--- config.mk ---
export PLATFORM = sky130hd
export DESIGN_NAME = sort_pkt_sender_flat
export DESIGN_NICKNAME = d
export VERILOG_FILES = /design/src/rtl/sort_engine_pkg.sv /design/src/rtl/sort_engine_if.sv /design/src/rtl/sort_pkt_buf.sv /design/src/rtl/sort_pkt_sender.sv /design/src/flat_wrapper.sv
export SDC_FILE = /design/constraint.sdc
export NUM_CORES = 1
export LEC_CHECK = 0
export BUFFER_PORTS_ARGS = -buffer_cell sky130_fd_sc_hd__buf_4
export CORE_UTILIZATION = 56
export CTS_CLUSTER_DIAMETER = 150
export DETAILED_ROUTE_END_ITERATION = 12
export GPL_TIMING_DRIVEN = 0
export MAX_ROUTING_LAYER = met4
export PLACE_DENSITY_LB_ADDON = 0.15
export SYNTH_ARGS = -nofsm -noshare
export SYNTH_HDL_FRONTEND = slang
export SYNTH_HIERARCHICAL = 1
export SYNTH_SLANG_ARGS = --single-unit
--- constraint.sdc ---
create_clock -name clk_i -period 2.8 [get_ports clk_i]
set_clock_uncertainty 0.15 [all_clocks]
set_input_delay 0.28 -clock clk_i [delete_from_list [all_inputs] [get_ports clk_i]]
set_output_delay 0.28 -clock clk_i [all_outputs]
set_load 0.01 [all_outputs]
--- src/rtl/sort_engine_pkg.sv ---
// rtl/sort_engine_pkg.sv - shared types and default widths for the sort engine packet sender
package sort_engine_pkg;

  localparam int SORT_AWIDTH = 5;
  localparam int SORT_DWIDTH = 8;

  typedef enum logic [2:0] {
    LOAD    = 3'd0,
    HOLD    = 3'd1,
    SEND    = 3'd2,
    WAIT_HI = 3'd3,
    WAIT_LO = 3'd4
  } sender_state_t;

endpackage

--- src/rtl/sort_engine_if.sv ---
// rtl/sort_engine_if.sv - sop/eop/val/data packet bus with busy back-indication
interface sort_engine_if #(parameter int DWIDTH = 8);
  logic              sop;
  logic              eop;
  logic              val;
  logic [DWIDTH-1:0] data;
  logic              busy;

  modport master (output sop, output eop, output val, output data, input busy);
  modport slave  (input sop, input eop, input val, input data, output busy);
endinterface

--- src/rtl/sort_pkt_buf.sv ---
// rtl/sort_pkt_buf.sv - simple dual-port packet buffer, one write port and one registered read port
module sort_pkt_buf
  import sort_engine_pkg::*;
#(
  parameter int AWIDTH = SORT_AWIDTH,
  parameter int DWIDTH = SORT_DWIDTH
) (
  input  logic              clk_i,
  input  logic              wr_en_i,
  input  logic [AWIDTH-1:0] wr_addr_i,
  input  logic [DWIDTH-1:0] wr_data_i,
  input  logic              rd_en_i,
  input  logic [AWIDTH-1:0] rd_addr_i,
  output logic [DWIDTH-1:0] rd_data_o
);

  logic [DWIDTH-1:0] mem_q [0:(1<<AWIDTH)-1];
  logic [DWIDTH-1:0] rd_data_q;

  always_ff @(posedge clk_i) begin
    if (wr_en_i) mem_q[wr_addr_i] <= wr_data_i;
    if (rd_en_i) rd_data_q <= mem_q[rd_addr_i];
  end

  assign rd_data_o = rd_data_q;

endmodule

--- src/rtl/sort_pkt_sender.sv ---
// rtl/sort_pkt_sender.sv - buffers one packet, sends it to the sort engine, waits for drain
// Optional statistics counters enabled by SORT_PKT_SENDER_STATS_EN.
module sort_pkt_sender
  import sort_engine_pkg::*;
#(
  parameter int AWIDTH = SORT_AWIDTH,
  parameter int DWIDTH = SORT_DWIDTH
) (
  input  logic              clk_i,
  input  logic              rst_i,
  input  logic              wr_req_i,
  input  logic [DWIDTH-1:0] wr_data_i,
  input  logic              wr_last_i,
  output logic              ready_o,
  output logic              done_o,
`ifdef SORT_PKT_SENDER_STATS_EN
  output logic [15:0]       pkt_cnt_o,
  output logic [15:0]       drop_cnt_o,
`endif
  sort_engine_if.master     pkt_o
);

  localparam logic [AWIDTH:0] FULL = (AWIDTH+1)'(1 << AWIDTH);

  sender_state_t     state_q, state_d;
  logic [AWIDTH:0]   wr_ptr_q, wr_ptr_d;
  logic [AWIDTH:0]   rd_ptr_q, rd_ptr_d;
  logic              ready_q, ready_d;
  logic              done_q, done_d;
  logic              rd_vld_q, rd_first_q, rd_first_d, rd_last_q, rd_last_d;
  logic              sop_q, eop_q, val_q;
  logic [DWIDTH-1:0] data_q, data_d;
  logic              accept, wr_en, rd_en;
  logic [AWIDTH-1:0] rd_addr;
  logic [DWIDTH-1:0] rd_data;

  assign accept = wr_req_i & ready_q;

  sort_pkt_buf #(.AWIDTH(AWIDTH), .DWIDTH(DWIDTH)) u_buf (
    .clk_i     (clk_i),
    .wr_en_i   (wr_en),
    .wr_addr_i (wr_ptr_q[AWIDTH-1:0]),
    .wr_data_i (wr_data_i),
    .rd_en_i   (rd_en),
    .rd_addr_i (rd_addr),
    .rd_data_o (rd_data)
  );

  always_comb begin
    state_d    = state_q;
    wr_ptr_d   = wr_ptr_q;
    rd_ptr_d   = rd_ptr_q;
    wr_en      = 1'b0;
    rd_en      = 1'b0;
    rd_addr    = rd_ptr_q[AWIDTH-1:0];
    rd_first_d = 1'b0;
    rd_last_d  = 1'b0;
    done_d     = 1'b0;
    case (state_q)
      LOAD: begin
        rd_ptr_d = '0;
        if (accept) begin
          wr_en = 1'b1;
          if (wr_ptr_q != FULL) wr_ptr_d = wr_ptr_q + 1'b1;
          if (wr_last_i || (wr_ptr_q == FULL - 1'b1)) state_d = HOLD;
        end
      end
      HOLD: begin
        // Word 0 is read on the leaving edge so sop lands one edge later.
        if (!pkt_o.busy) begin
          rd_en      = 1'b1;
          rd_addr    = '0;
          rd_first_d = 1'b1;
          rd_last_d  = (wr_ptr_q == (AWIDTH+1)'(1));
          rd_ptr_d   = (AWIDTH+1)'(1);
          state_d    = rd_last_d ? WAIT_HI : SEND;
        end
      end
      SEND: begin
        rd_en     = 1'b1;
        rd_last_d = (rd_ptr_q == wr_ptr_q - 1'b1);
        rd_ptr_d  = rd_ptr_q + 1'b1;
        if (rd_last_d) state_d = WAIT_HI;
      end
      WAIT_HI: begin
        if (pkt_o.busy) state_d = WAIT_LO;
      end
      WAIT_LO: begin
        if (!pkt_o.busy) begin
          done_d   = 1'b1;
          wr_ptr_d = '0;
          state_d  = LOAD;
        end
      end
      default: state_d = LOAD;
    endcase
    ready_d = (state_d == LOAD);
    data_d  = rd_vld_q ? rd_data : data_q;
  end

`ifdef SORT_PKT_SENDER_STATS_EN
  logic [15:0] pkt_cnt_q, pkt_cnt_d, drop_cnt_q, drop_cnt_d;

  always_comb begin
    pkt_cnt_d  = done_d ? pkt_cnt_q + 16'd1 : pkt_cnt_q;
    drop_cnt_d = (wr_req_i && !ready_q && drop_cnt_q != 16'hFFFF) ? drop_cnt_q + 16'd1 : drop_cnt_q;
  end

  always_ff @(posedge clk_i) begin
    if (rst_i) begin
      pkt_cnt_q  <= '0;
      drop_cnt_q <= '0;
    end else begin
      pkt_cnt_q  <= pkt_cnt_d;
      drop_cnt_q <= drop_cnt_d;
    end
  end

  assign pkt_cnt_o  = pkt_cnt_q;
  assign drop_cnt_o = drop_cnt_q;
`endif

  always_ff @(posedge clk_i) begin
    if (rst_i) begin
      state_q    <= LOAD;
      wr_ptr_q   <= '0;
      rd_ptr_q   <= '0;
      ready_q    <= 1'b1;
      done_q     <= 1'b0;
      rd_vld_q   <= 1'b0;
      rd_first_q <= 1'b0;
      rd_last_q  <= 1'b0;
      sop_q      <= 1'b0;
      eop_q      <= 1'b0;
      val_q      <= 1'b0;
      data_q     <= '0;
    end else begin
      state_q    <= state_d;
      wr_ptr_q   <= wr_ptr_d;
      rd_ptr_q   <= rd_ptr_d;
      ready_q    <= ready_d;
      done_q     <= done_d;
      rd_vld_q   <= rd_en;
      rd_first_q <= rd_first_d;
      rd_last_q  <= rd_last_d;
      sop_q      <= rd_first_q;
      eop_q      <= rd_last_q;
      val_q      <= rd_vld_q;
      data_q     <= data_d;
    end
  end

  assign ready_o    = ready_q;
  assign done_o     = done_q;
  assign pkt_o.sop  = sop_q;
  assign pkt_o.eop  = eop_q;
  assign pkt_o.val  = val_q;
  assign pkt_o.data = data_q;

endmodule

--- src/flat_wrapper.sv ---
// flat-port wrapper written by rule: the top's interface ports become plain ports
module sort_pkt_sender_flat import sort_engine_pkg::*;
#(
  parameter int AWIDTH = SORT_AWIDTH,
  parameter int DWIDTH = SORT_DWIDTH
)
  (clk_i, rst_i, wr_req_i, wr_data_i, wr_last_i, ready_o, done_o, pkt_o_sop, pkt_o_eop, pkt_o_val, pkt_o_data, pkt_o_busy);
  sort_engine_if #(.DWIDTH(DWIDTH)) pkt_o_i ();
  input  logic clk_i;
  input  logic rst_i;
  input  logic wr_req_i;
  input  logic [DWIDTH-1:0] wr_data_i;
  input  logic wr_last_i;
  output logic ready_o;
  output logic done_o;
  output wire logic [$bits(pkt_o_i.sop)-1:0] pkt_o_sop;
  output wire logic [$bits(pkt_o_i.eop)-1:0] pkt_o_eop;
  output wire logic [$bits(pkt_o_i.val)-1:0] pkt_o_val;
  output wire logic [$bits(pkt_o_i.data)-1:0] pkt_o_data;
  input wire logic [$bits(pkt_o_i.busy)-1:0] pkt_o_busy;
  assign pkt_o_sop = pkt_o_i.sop;
  assign pkt_o_eop = pkt_o_i.eop;
  assign pkt_o_val = pkt_o_i.val;
  assign pkt_o_data = pkt_o_i.data;
  assign pkt_o_i.busy = pkt_o_busy;
  sort_pkt_sender #(.AWIDTH(AWIDTH), .DWIDTH(DWIDTH)) u_core (.clk_i(clk_i), .rst_i(rst_i), .wr_req_i(wr_req_i), .wr_data_i(wr_data_i), .wr_last_i(wr_last_i), .ready_o(ready_o), .done_o(done_o), .pkt_o(pkt_o_i));
endmodule
; ---- Word level (Yosys, flattened, before mapping)
; Memories as Yosys holds them, arrays and structs flattened. A register that Yosys moved wholly into a read port is not among the register bits.
; Index checks and enable logic that the tools add are counted.
[totals]
reg_bits = 31
latch_bits = 0
mem_bits_rw = 256
romBits = 0
inputBits = 13
wordCells = 64
memories = 1
[memory_table]
columns = name, words, width, rd, rd_ports_with_merged_regs, write_ports, line
row1 = u_core.u_buf.mem_q, 32, 8, 1, 1, 1, sort_pkt_buf.sv:17  ; logic [DWIDTH-1:0] mem_q [0:(1<<AWIDTH)-1];
[classes]
add_sub_neg = 3
n_mul = 0
div = 0
order_cmp = 0
eq_ne = 12
shift = 0
muxes = 24
n_bitwise = 3
reduce_logical = 9
[op_table]
columns = operator, n
row1 = 6-bit two-way mux, 4
row2 = 3-bit two-way mux, 6
row3 = 6-bit one-hot mux with 3 select lines, 1
row4 = 3-bit one-hot mux with 5 select lines, 1
row5 = "6-bit by 1-bit adder with 6-bit output, second input constant", 2
row6 = 6-bit one-hot mux with 2 select lines, 1
row7 = 5-bit two-way mux, 2
row8 = 1-bit two-way mux, 7
row9 = "3-bit by 2-bit == test with 1-bit output, second input constant", 2
row10 = "6-bit by 1-bit == test with 1-bit output, second input constant", 1
row11 = "6-bit by 5-bit == test with 1-bit output, second input constant", 1
row12 = 6-bit == test, 1
row13 = 3-bit logical NOT, 2
row14 = "6-bit != test, second input constant", 1
row15 = "6-bit by 1-bit subtractor with 6-bit output, second input constant", 1
row16 = "2-bit by 1-bit != test with 1-bit output, second input constant", 2
row17 = "2-bit != test, second input constant", 2
row18 = 1-bit one-hot mux with 2 select lines, 2
row19 = 4-bit AND reduction, 1
row20 = 2-bit OR reduction, 2
row21 = "3-bit by 1-bit == test with 1-bit output, second input constant", 1
row22 = "3-bit == test, second input constant", 1
row23 = 3-bit nonzero test, 1
row24 = 1-bit inverter, 2
row25 = other kinds (4), 4

; ---- Logic depth before layout (Yosys ltp)
; Gate-level depths: netlist of run 1.
[depth]
word_depth = 6
ltp_mapped = 9
ltp_nobuf = 7

; ---- By module
; The synthesis of run 1 kept the hierarchy.
[by_module_without_submodules]
columns = module, n_inst, cells_each, area_per_inst_um2
row1 = sort_pkt_buf, 1, 417, 10133.5
row2 = sort_pkt_sender, 1, 166, 1535.2

; ---- Worst setup path after synthesis of run 1
; No wires, ideal clock.
[synth_path]
path_kind = reg-to-reg
startpoint = register u_core.state_q[1]
endpoint = register u_core.u_buf.rd_data_q[0], in the netlist u_core/u_buf/rd_data_o[0] (read register of u_core.u_buf.mem_q), data pin
setup_ps = 260
arrival_ps = 2478
t_required_ps = 2390
setup_slack_ps = -87
path_stages_with_launch = 10
path_buffers = 3
synth_period_minus_slack_ps = 2887
cell_sequence = dfxtp_1 > buf_6 > nor2_1 > and2_1 > nor2b_1 > clkbuf_1 > clkbuf_1 > mux4_2 > mux4_2 > mux2_2
[synth_via]
elab_chain_len = 2
word_cells_on_any_way = 4
cone_classes = 2 x eq/ne / 2 x mux
[synth_lines]
columns = element, line
row1 = "start, declared", sort_pkt_sender.sv:25  ; sender_state_t state_q, state_d;
row2 = "start signal, assigned", sort_pkt_sender.sv:138  ; state_q <= state_d;
row3 = 3-bit by 1-bit == test with 1-bit output, sort_pkt_sender.sv:59  ; case (state_q)
row4 = 5-bit two-way mux, sort_pkt_sender.sv:59
row5 = via u_core.rd_addr[2], sort_pkt_sender.sv:34  ; logic [AWIDTH-1:0] rd_addr;
row6 = "end, declared", sort_pkt_buf.sv:18  ; logic [DWIDTH-1:0] rd_data_q;
; The timed path passes the listed nets, and every way through them passes these cells.
; A chain may end at the register's enable or synchronous reset.

; ---- Final worst setup path of run 1
[layout_path]
startpoint = register u_core.state_q[0]
endpoint = register u_core.u_buf.rd_data_q[7], in the netlist u_core/u_buf/rd_data_o[7] (read register of u_core.u_buf.mem_q), data pin
; Same word-level chain as after synthesis.

==> results of run 1 <==
worst max-delay path: cells and delay by family (launching register included):
kind | cells | cell delay (ps)
AND/OR/NAND/NOR | 3 | 440
multiplexers | 3 | 1370
buffers and inverters | 3 | 440
flip-flops | 1 | 340
placed cells by master, fill, tap and decap left out, drive strengths merged, types with 10 or more instances in the layout:
| master | instances |
|---|---|
| buf | 60 |
| nor2 | 56 |
| xnor2 | 12 |
| clkinv | 12 |
| nor2b | 11 |
| edfxtp | 264 |
| mux4 | 80 |
| dfxtp | 31 |
| nand2 | 10 |
| clkbuf | 47 |
kinds of logic after synthesis:
logic type | after synthesis
XOR/XNOR | 17
AND/OR/NAND/NOR | 115
flip-flops | 295
multiplexers | 96
adder cells (fa/ha/maj) | 4
buffers and inverters | 31
AO/OA/AOI/OAI | 25
power breakdown:
group / switching (µW) / leakage, µW / internal [µW] / total, µW
clock network: 1620 / 0.000489 / 2410 / 4030
logic: 343 / 0.00123 / 319 / 662
registers: 35.1 / 0.00263 / 4860 / 4890
layout make-up:
cell class              count  area share
plain buffers              25     0.01767
multi-input cells         257      0.2266
well taps                 270     0.02447
clock buffers              37     0.05854
repair buffers             50     0.03788
flip-flops and latches    295      0.6196
inverters                   4    0.001087
clock inverters            19     0.01423
stage by stage:
step / total power, µW / TNS, ps / instances / cell area (µm²) / setup WS, ps
5_1_grt: 9842 / -13470 / 957 / 13810 / -239.0
3_5_place_dp: 5513 / -22120 / 878 / 12220 / -681.7
6_report: 9588 / -6240 / 957 / 13810 / -203.8
3_3_place_gp: 5496 / -16290 / 878 / 12220 / -631.4
2_1_floorplan: 5316 / 0 / 583 / 11700 / 18.64
4_1_cts: 9601 / -10730 / 953 / 13670 / -181.8
path summary, 6_finish.rpt:
path	from	to	slack (ps)
max	u_core/state_q[0]	u_core/u_buf/rd_data_o[7]	-200
min	wr_data_i[4]	u_core/u_buf/mem_q[9][4]	8
max reg2reg	u_core/state_q[0]	u_core/u_buf/rd_data_o[7]	-200
min reg2reg	u_core/rd_first_q	u_core/pkt_o.sop	310
sequential cells by signal, indices dropped and copies added, names as in the netlist:
name,flops
u_core/ready_o,1
u_core/rd_vld_q,1
u_core/wr_ptr_q,6
u_core/pkt_o.eop,1
u_core/pkt_o.data,8
u_core/pkt_o.val,1
u_core/u_buf/mem_q,256
u_core/rd_ptr_q,6
u_core/pkt_o.sop,1
u_core/rd_last_q,1
u_core/done_o,1
u_core/state_q,3
u_core/u_buf/rd_data_o,8
u_core/rd_first_q,1
routing by layer:
layer  wire length, µm  part of all wire  GRT usage
met1             10370              0.41     0.3504
met5                 0                 0          -
met4               592             0.024    0.07656
met2             12370              0.49     0.3874
met3              1719             0.069    0.03125
repair_timing:
item	4_1_cts	5_1_grt
hold buffers	5	0
gates cloned	3	2
setup endpoints to repair	156	208
gates resized for setup	68	23
pin swaps	4	2
setup buffers	11	5
endpoints found under the hold margin	8	0
==> results.json, run 1 <==
{
  "vias_per_cell": 6.249,
  "multiInputGateArea_um2": 3128,
  "final_layout_size_suffix_gt1_frac": 0.3537,
  "relSlewSlack": 0.4328,
  "syn2layout_area_growth_pct": 18.33,
  "power.density_nw_per_um2": 694.5,
  "regArea_um2": 8554,
  "ir_drop_mv": 0.5260,
  "synth_edf_count": 264,
  "synthSimpleGateAreaFrac": 0.05136,
  "synthesis.nets": 600,
  "core_area_um2": 20300,
  "max_freq_mhz": 332.9,
  "num_rows": 52,
  "final_antenna_net_count": 0,
  "slowest_stage": "mux4_2",
  "min_path_type": "in -> reg",
  "grt_max_degree": 33,
  "slew_violations": 0,
  "syn_area_per_cell_um2": 20.01,
  "insertion_delay_ps": 550,
  "h-tree-depth": 1,
  "initial_utilization": 0.5748,
  "yosysSeqAreaShare": 0.7326,
  "synth.distinct_cells": 50,
  "min_period_ps": 3004,
  "finalHoldViolations": 0,
  "outcome": "finished with violations",
  "synth.area.top_cells": "edfxtp_1 68%, mux4_2 15%, dfxtp_1 5.3%",
  "fill_cells": 1286,
  "critPathMaxStageDelay_ps": 560,
  "clkTransAtPathRegs_ps": 60,
  "routabilityCongestion": 0.7892,
  "reg2reg_depth": 9,
  "synth-compound-area-share": 0.01523,
  "tightest_slew_ps": 850.8,
  "cp_data_arrival_time_ps": 3150,
  "synthArstFlopShare": 0,
  "grt_pass1_wl_um": 37200,
  "synthCells": 583,
  "required_ps": 2950,
  "antenna_found_initial": 0,
  "cp-end-kind": "register",
  "netlist_area_um2": 11670,
  "p_leak_uw": 0.004351,
  "synthMuxAreaShare": 0.1690,
  "worst_slack_ps": -203.8,
  "clk_path_buf_depth": 3,
  "route.detailed.drc": 0,
  "wl_um": 25050,
  "final_nets": 680,
  "synth_top_family_by_area": "multiplexers",
  "synth_xor_area_frac": 0.01340,
  "yosysTopAreaCellShare": 0.6794,
  "worstSetupStartpointType": "register",
  "yosysTopAreaCell": "edfxtp_1",
  "synth_warnings": 6,
  "grt_util_all_layers": 0.2492,
  "path_cells": "nor2b_4 > and2_4 > nor2b_4 > buf_6 > buf_12 > buf_12 > mux4_2 > mux4_2 > mux2_4",
  "ys.flop_type": "edfxtp_1",
  "cap_violations": 0,
  "grt_pass1_vias": 5944,
  "ys_top_cells_by_count": "264 x edfxtp_1, 80 x mux4_2, 56 x nor2_1",
  "rsz0062_at_grt": "yes",
  "synth.most_common_cell": "edfxtp_1",
  "timing.hold.ws_ps": 7.983,
  "cts.sinks": 295,
  "finalCritPeriodShare": 1.073,
  "ys_ff_latch": 295,
  "critPathMaxFanout": 7,
  "fp.dieH_um": 146.4,
  "cts_made_buffers": 30,
  "die_area_um2": 21420,
  "critPathKind": "reg -> reg",
  "cts_tree": "built",
  "boundaryPins": 26,
  "utilization": 0.6802,
  "hpwl_um": 15060,
  "root_buffer": "clkbuf_16",
  "drtIter0Drc": 579,
  "overflow": 0,
  "io_buffers": 25,
  "via_count": 5980,
  "min_path_cells": 1,
  "antenna_cells": 0,
  "first_pass_iters": 5,
  "synth-adder-area-share": 0.004289,
  "routedWlPerCell_um": 26.17,
  "die_w_um": 146.4,
  "setup_viol": 49,
  "violations": "setup timing"
}
Power figures use the tool's default switching activity.
==> run 2: changes to the inputs <==
- REMOVE_ABC_BUFFERS: not set -> 1
==> run 2 against run 1 <==
Effect of this change:
- the flow still finishes with violations (setup timing)
- combinational power down 10%
- critical path depth grew 1
- first-iteration DRC count decreased by 8.1%
- count of clock-buffer cells in the layout shrank 3
- utilization fell by 1.1 points
- critical path type unchanged
- critical endpoint unchanged
- largest power group unchanged
- highest routed layer unchanged
==> results.json, run 2 (synthesis gave the netlist of run 1 again) <==
{
  "top_register": "u_core/u_buf/mem_q",
  "drtIter0Drc": 532,
  "wl_um": 23480,
  "critPathMaxStageDelay_ps": 540,
  "clkTransAtPathRegs_ps": 60,
  "final_cell_mix": "264 x edfxtp_1, 80 x mux4_2, 36 x buf_4",
  "finalCritPeriodShare": 1.093,
  "insertion_delay_ps": 540,
  "place_inst": 858,
  "num_rows": 52,
  "route.detailed.drc": 0,
  "utilization": 0.6696,
  "min_path_type": "in -> reg",
  "routabilityCongestion": 0.7500,
  "antenna_cells": 0,
  "critPathMaxFanout": 8,
  "via_count": 5752,
  "overflow": 0,
  "antenna_found_initial": 0,
  "vias_per_cell": 6.178,
  "grt_max_degree": 33,
  "syn2layout_area_growth_pct": 16.48,
  "max_freq_mhz": 326.6,
  "critPathKind": "reg -> reg",
  "required_ps": 2930,
  "multiInputGateArea_um2": 3154,
  "cp_data_arrival_time_ps": 3190,
  "h-tree-depth": 1,
  "cts_made_buffers": 30,
  "grt_pass1_vias": 5800,
  "core_area_um2": 20300,
  "grt_pass1_wl_um": 36170,
  "fp.dieH_um": 146.4,
  "setup_viol": 104,
  "final_layout_size_suffix_gt1_frac": 0.3434,
  "die_w_um": 146.4,
  "stdcell_count": 931,
  "tightest_slew_ps": 1037,
  "first_pass_iters": 5,
  "boundaryPins": 26,
  "layout.cells.most_common": "edfxtp_1",
  "min_period_ps": 3062,
  "routedWlPerCell_um": 25.22,
  "initial_utilization": 0.5748,
  "die_area_um2": 21420,
  "outcome": "finished with violations",
  "worst_slack_ps": -261.7,
  "violations": "setup timing",
  "hpwl_um": 14540,
  "cts_tree": "built",
  "cap_violations": 0,
  "grt_util_all_layers": 0.2355,
  "ir_drop_mv": 0.4931,
  "cp-end-kind": "register",
  "slew_violations": 0,
  "largest_reg_flops": 256,
  "final_nets": 656,
  "power.density_nw_per_um2": 691.5,
  "final_antenna_net_count": 0,
  "clk_path_buf_depth": 3,
  "io_buffers": 25,
  "path_cells": "nor2b_4 > and2_4 > nor2b_4 > clkbuf_16 > buf_16 > buf_16 > buf_12 > mux4_2 > mux4_2 > mux2_4",
  "root_buffer": "clkbuf_16",
  "regArea_um2": 8559,
  "rsz0062_at_grt": "yes",
  "fill_cells": 1342,
  "relSlewSlack": 0.3070,
  "cts.sinks": 295,
  "slowest_stage": "mux4_2",
  "p_leak_uw": 0.004224,
  "finalHoldViolations": 0,
  "worstSetupStartpointType": "register"
}
-- run 2: what timing repair did --
item                                   4_1_cts  5_1_grt
gates cloned                                 1        0
resized for setup                           27       40
endpoints found under the hold margin       20        0
hold buffers                                 4        0
setup endpoints to repair                   72      232
buffers inserted                            13        1
pin swaps                                    1        0
-- run 2: layout make-up --
| type | count | share of cell area |
|---|---|---|
| clock buffers | 34 | 0.05790 |
| repair buffers | 51 | 0.04060 |
| well taps | 270 | 0.02485 |
| inverters | 4 | 0.001105 |
| clock inverters | 20 | 0.01372 |
| multi-input cells | 257 | 0.2321 |
| flip-flops and latches | 295 | 0.6298 |
-- run 2: critical path: cells and delay by family (launching register included) --
family,cells,cell delay [ps]
multiplexers,3,1350
buffers and inverters,4,540
AND/OR/NAND/NOR,3,400
flip-flops,1,340
-- run 2: worst paths after layout --
kind	start	endpoint	slack, ps	cells after the start
worst min-delay path	wr_data_i[0]	u_core/u_buf/mem_q[22][0]	20	1
worst max register to register	u_core/state_q[0]	u_core/u_buf/rd_data_o[7]	-260	10
worst min register to register	u_core/rd_last_q	u_core/pkt_o.eop	290	1
worst max-delay path	u_core/state_q[0]	u_core/u_buf/rd_data_o[7]	-260	10
-- run 2: routing by layer --
layer  up-vias  GRT usage  share of wire
met1      3066     0.3422           0.45
met4         0    0.04792          0.015
met2       191     0.3664           0.49
li1       2465          -              -
met5         -          -              0
met3        30    0.02875          0.047
-- run 2: through the flow --
step / hold slack [ps] / TNS [ps] / power, µW / setup slack (ps) / area (µm²)
2_1_floorplan: 199.1 / -38580 / 5302 / -4823 / 11520
3_3_place_gp: 293.8 / -58900 / 5477 / -7353 / 12040
3_5_place_dp: 282.6 / -14120 / 5508 / -1400 / 12210
4_1_cts: 6.869 / -2247 / 9451 / -249.4 / 13450
5_1_grt: 12.74 / -18040 / 9686 / -302.7 / 13590
6_report: 18.32 / -7382 / 9399 / -261.7 / 13590
-- run 2: report_power, final --
group / switching (µW) / total [µW] / internal, µW
clock network: 1550 / 3910 / 2360
registers: 36.6 / 4890 / 4860
logic: 313 / 594 / 281
total: 1900 / 9400 / 7500
==> run 3: changes to the inputs <==
- CORE_ASPECT_RATIO: not set -> 0.6
==> run 3 against run 2 <==
Effect of this change:
- the run still ends with setup timing left
- register-to-register slack gained 70 ps
- cell area shrank 0.47%
- critical endpoint is now u_core/u_buf/mem_q[23][2]
- setup slack gained 66 ps
- wire length grew 4.6%
- flip-flop and latch count is the same
- clock power shrank 12%
- critical path depth shrank 5
==> results.json, run 3 (synthesis gave the netlist of run 1 again) <==
{
  "worst_slack_ps": -195.8,
  "cts.sinks": 295,
  "clk_path_buf_depth": 3,
  "top_register": "u_core/u_buf/mem_q",
  "cp-end-kind": "register",
  "finalHoldViolations": 0,
  "grt_pass1_wl_um": 36160,
  "syn2layout_area_growth_pct": 15.93,
  "initial_utilization": 0.5771,
  "slew_violations": 0,
  "io_buffers": 25,
  "max_freq_mhz": 333.8,
  "grt_util_all_layers": 0.2452,
  "violations": "setup timing",
  "overflow": 0,
  "insertion_delay_ps": 540,
  "reg2reg_depth": 5,
  "drtIter0Drc": 652,
  "cp_data_arrival_time_ps": 3010,
  "finalPower_uw": 8961,
  "core_area_um2": 20220,
  "via_count": 5808,
  "relSlewSlack": 0.2807,
  "p_seq_frac": 0.546,
  "clkTransAtPathRegs_ps": 70,
  "hold_path_end": "u_core/u_buf/mem_q[0][0]",
  "outcome": "finished with violations",
  "layout.cells.most_common": "edfxtp_1",
  "min_path_type": "in -> reg",
  "power_switching_uw": 1883,
  "min-delay-start": "wr_data_i[0]",
  "rsz0062_at_grt": "yes",
  "critPathKind": "reg -> reg",
  "die_w_um": 188.4,
  "p_comb_frac": 0.071,
  "p_leak_uw": 0.004195,
  "fill_cells": 1322,
  "timing.hold.ws_ps": 17.44,
  "min_path_cells": 1,
  "p_clk_frac": 0.383,
  "h-tree-depth": 1,
  "fp.dieH_um": 113.8,
  "power.density_nw_per_um2": 662.4,
  "ir_drop_mv": 0.4574,
  "largest_reg_flops": 256,
  "vias_per_cell": 6.212,
  "final_cell_mix": "264 x edfxtp_1, 80 x mux4_2, 40 x buf_4",
  "reg2reg_to": "u_core/u_buf/mem_q[23][2]",
  "swShare": 0.2101,
  "tightest_slew_ps": 1077,
  "r2r_setup_slack_ps": -200,
  "required_ps": 2810,
  "grt_pass1_vias": 5671,
  "antenna_cells": 0,
  "worstSetupStartpointType": "register",
  "num_rows": 40,
  "finalCritPeriodShare": 1.070,
  "root_buffer": "clkbuf_16",
  "min_period_ps": 2996,
  "cap_violations": 0,
  "die_area_um2": 21440,
  "hpwl_um": 15030,
  "routedWlPerCell_um": 26.27,
  "antenna_found_initial": 1,
  "final_layout_size_suffix_gt1_frac": 0.3369,
  "grt_max_degree": 33,
  "critPathMaxFanout": 9,
  "p_int_uw": 7078,
  "wl_um": 24570,
  "first_pass_iters": 5,
  "cts_tree": "built",
  "r2r_start": "u_core/state_q[1]",
  "cts_made_buffers": 27,
  "boundaryPins": 26,
  "final_antenna_net_count": 0,
  "tns_ps": -8212,
  "final_nets": 660,
  "setup_viol": 64,
  "routabilityCongestion": 0.8249,
  "route.detailed.drc": 0
}
run 3: worst max path at each step:
stage,startpoint,end,slack [ps],cells after the start
4_1_cts,u_core/state_q[1],u_core/u_buf/mem_q[0][1],-200,5
3_3_place_gp,u_core/state_q[2],u_core/u_buf/rd_data_o[2],-7300,6
2_1_floorplan,u_core/state_q[2],u_core/u_buf/rd_data_o[0],-4820,6
3_5_place_dp,u_core/state_q[2],u_core/u_buf/rd_data_o[2],-1330,8
5_1_grt,u_core/state_q[1],u_core/u_buf/mem_q[3][3],-260,5
6_report,u_core/state_q[1],u_core/u_buf/mem_q[23][2],-200,5
run 3: power groups by stage:
stage,Sequential [µW],Clock [µW],Combinational [µW]
floorplan,4980,0,318
global placement,4990,0,496
detailed placement,4990,0,516
CTS,4890,3480,606
global route,4900,3650,678
finish,4890,3430,638
run 3: routing by layer:
layer  up-vias  part of all wire  track usage  wire (µm)
li1       2478                 -            -          -
met1      3030              0.45       0.3731      11140
met2       269              0.44       0.3466      10790
met3        31             0.093      0.05077       2275
met4         0             0.015      0.05108        359
met5         -                 0            -          0
run 3: timing repair:
action | in CTS | in global routing
resized for setup | 39 | 31
hold buffers | 3 | 0
endpoints found under the setup margin | 133 | 256
buffers inserted | 16 | 5
pin swaps | 1 | 0
endpoints found under the hold margin | 18 | 0
cloned | 4 | 2
run 3: metrics by stage:
stage / std cells / setup slack, ps / area (µm²) / utilization
CTS: 930 / -202.4 / 13370 / 0.6614
floorplan: 556 / -4823 / 11520 / -
detailed placement: 859 / -1333 / 12170 / 0.6020
finish: 935 / -195.8 / 13530 / 0.6691
global placement: 854 / -7299 / 12050 / 0.5959
global route: 935 / -256.6 / 13530 / 0.6691
run 3: critical path, stage by stage, from the launching register on:
cell     delay (ps)
dfxtp_4         350
buf_4           170
or2_1           270
nor2_1          350
nand3_1         530
nor2_1          800
run 3: cell type report:
| type | count | area (µm²) | area share |
|---|---|---|---|
| timing repair buffer | 58 | 665.6 | 0.04920 |
| clock buffer | 39 | 740.7 | 0.05475 |
| inverter | 4 | 15.01 | 0.001110 |
| tap | 273 | 341.6 | 0.02525 |
| multi-input combinational | 257 | 3138 | 0.2320 |
| clock inverter | 9 | 67.56 | 0.004994 |
| sequential | 295 | 8559 | 0.6327 |
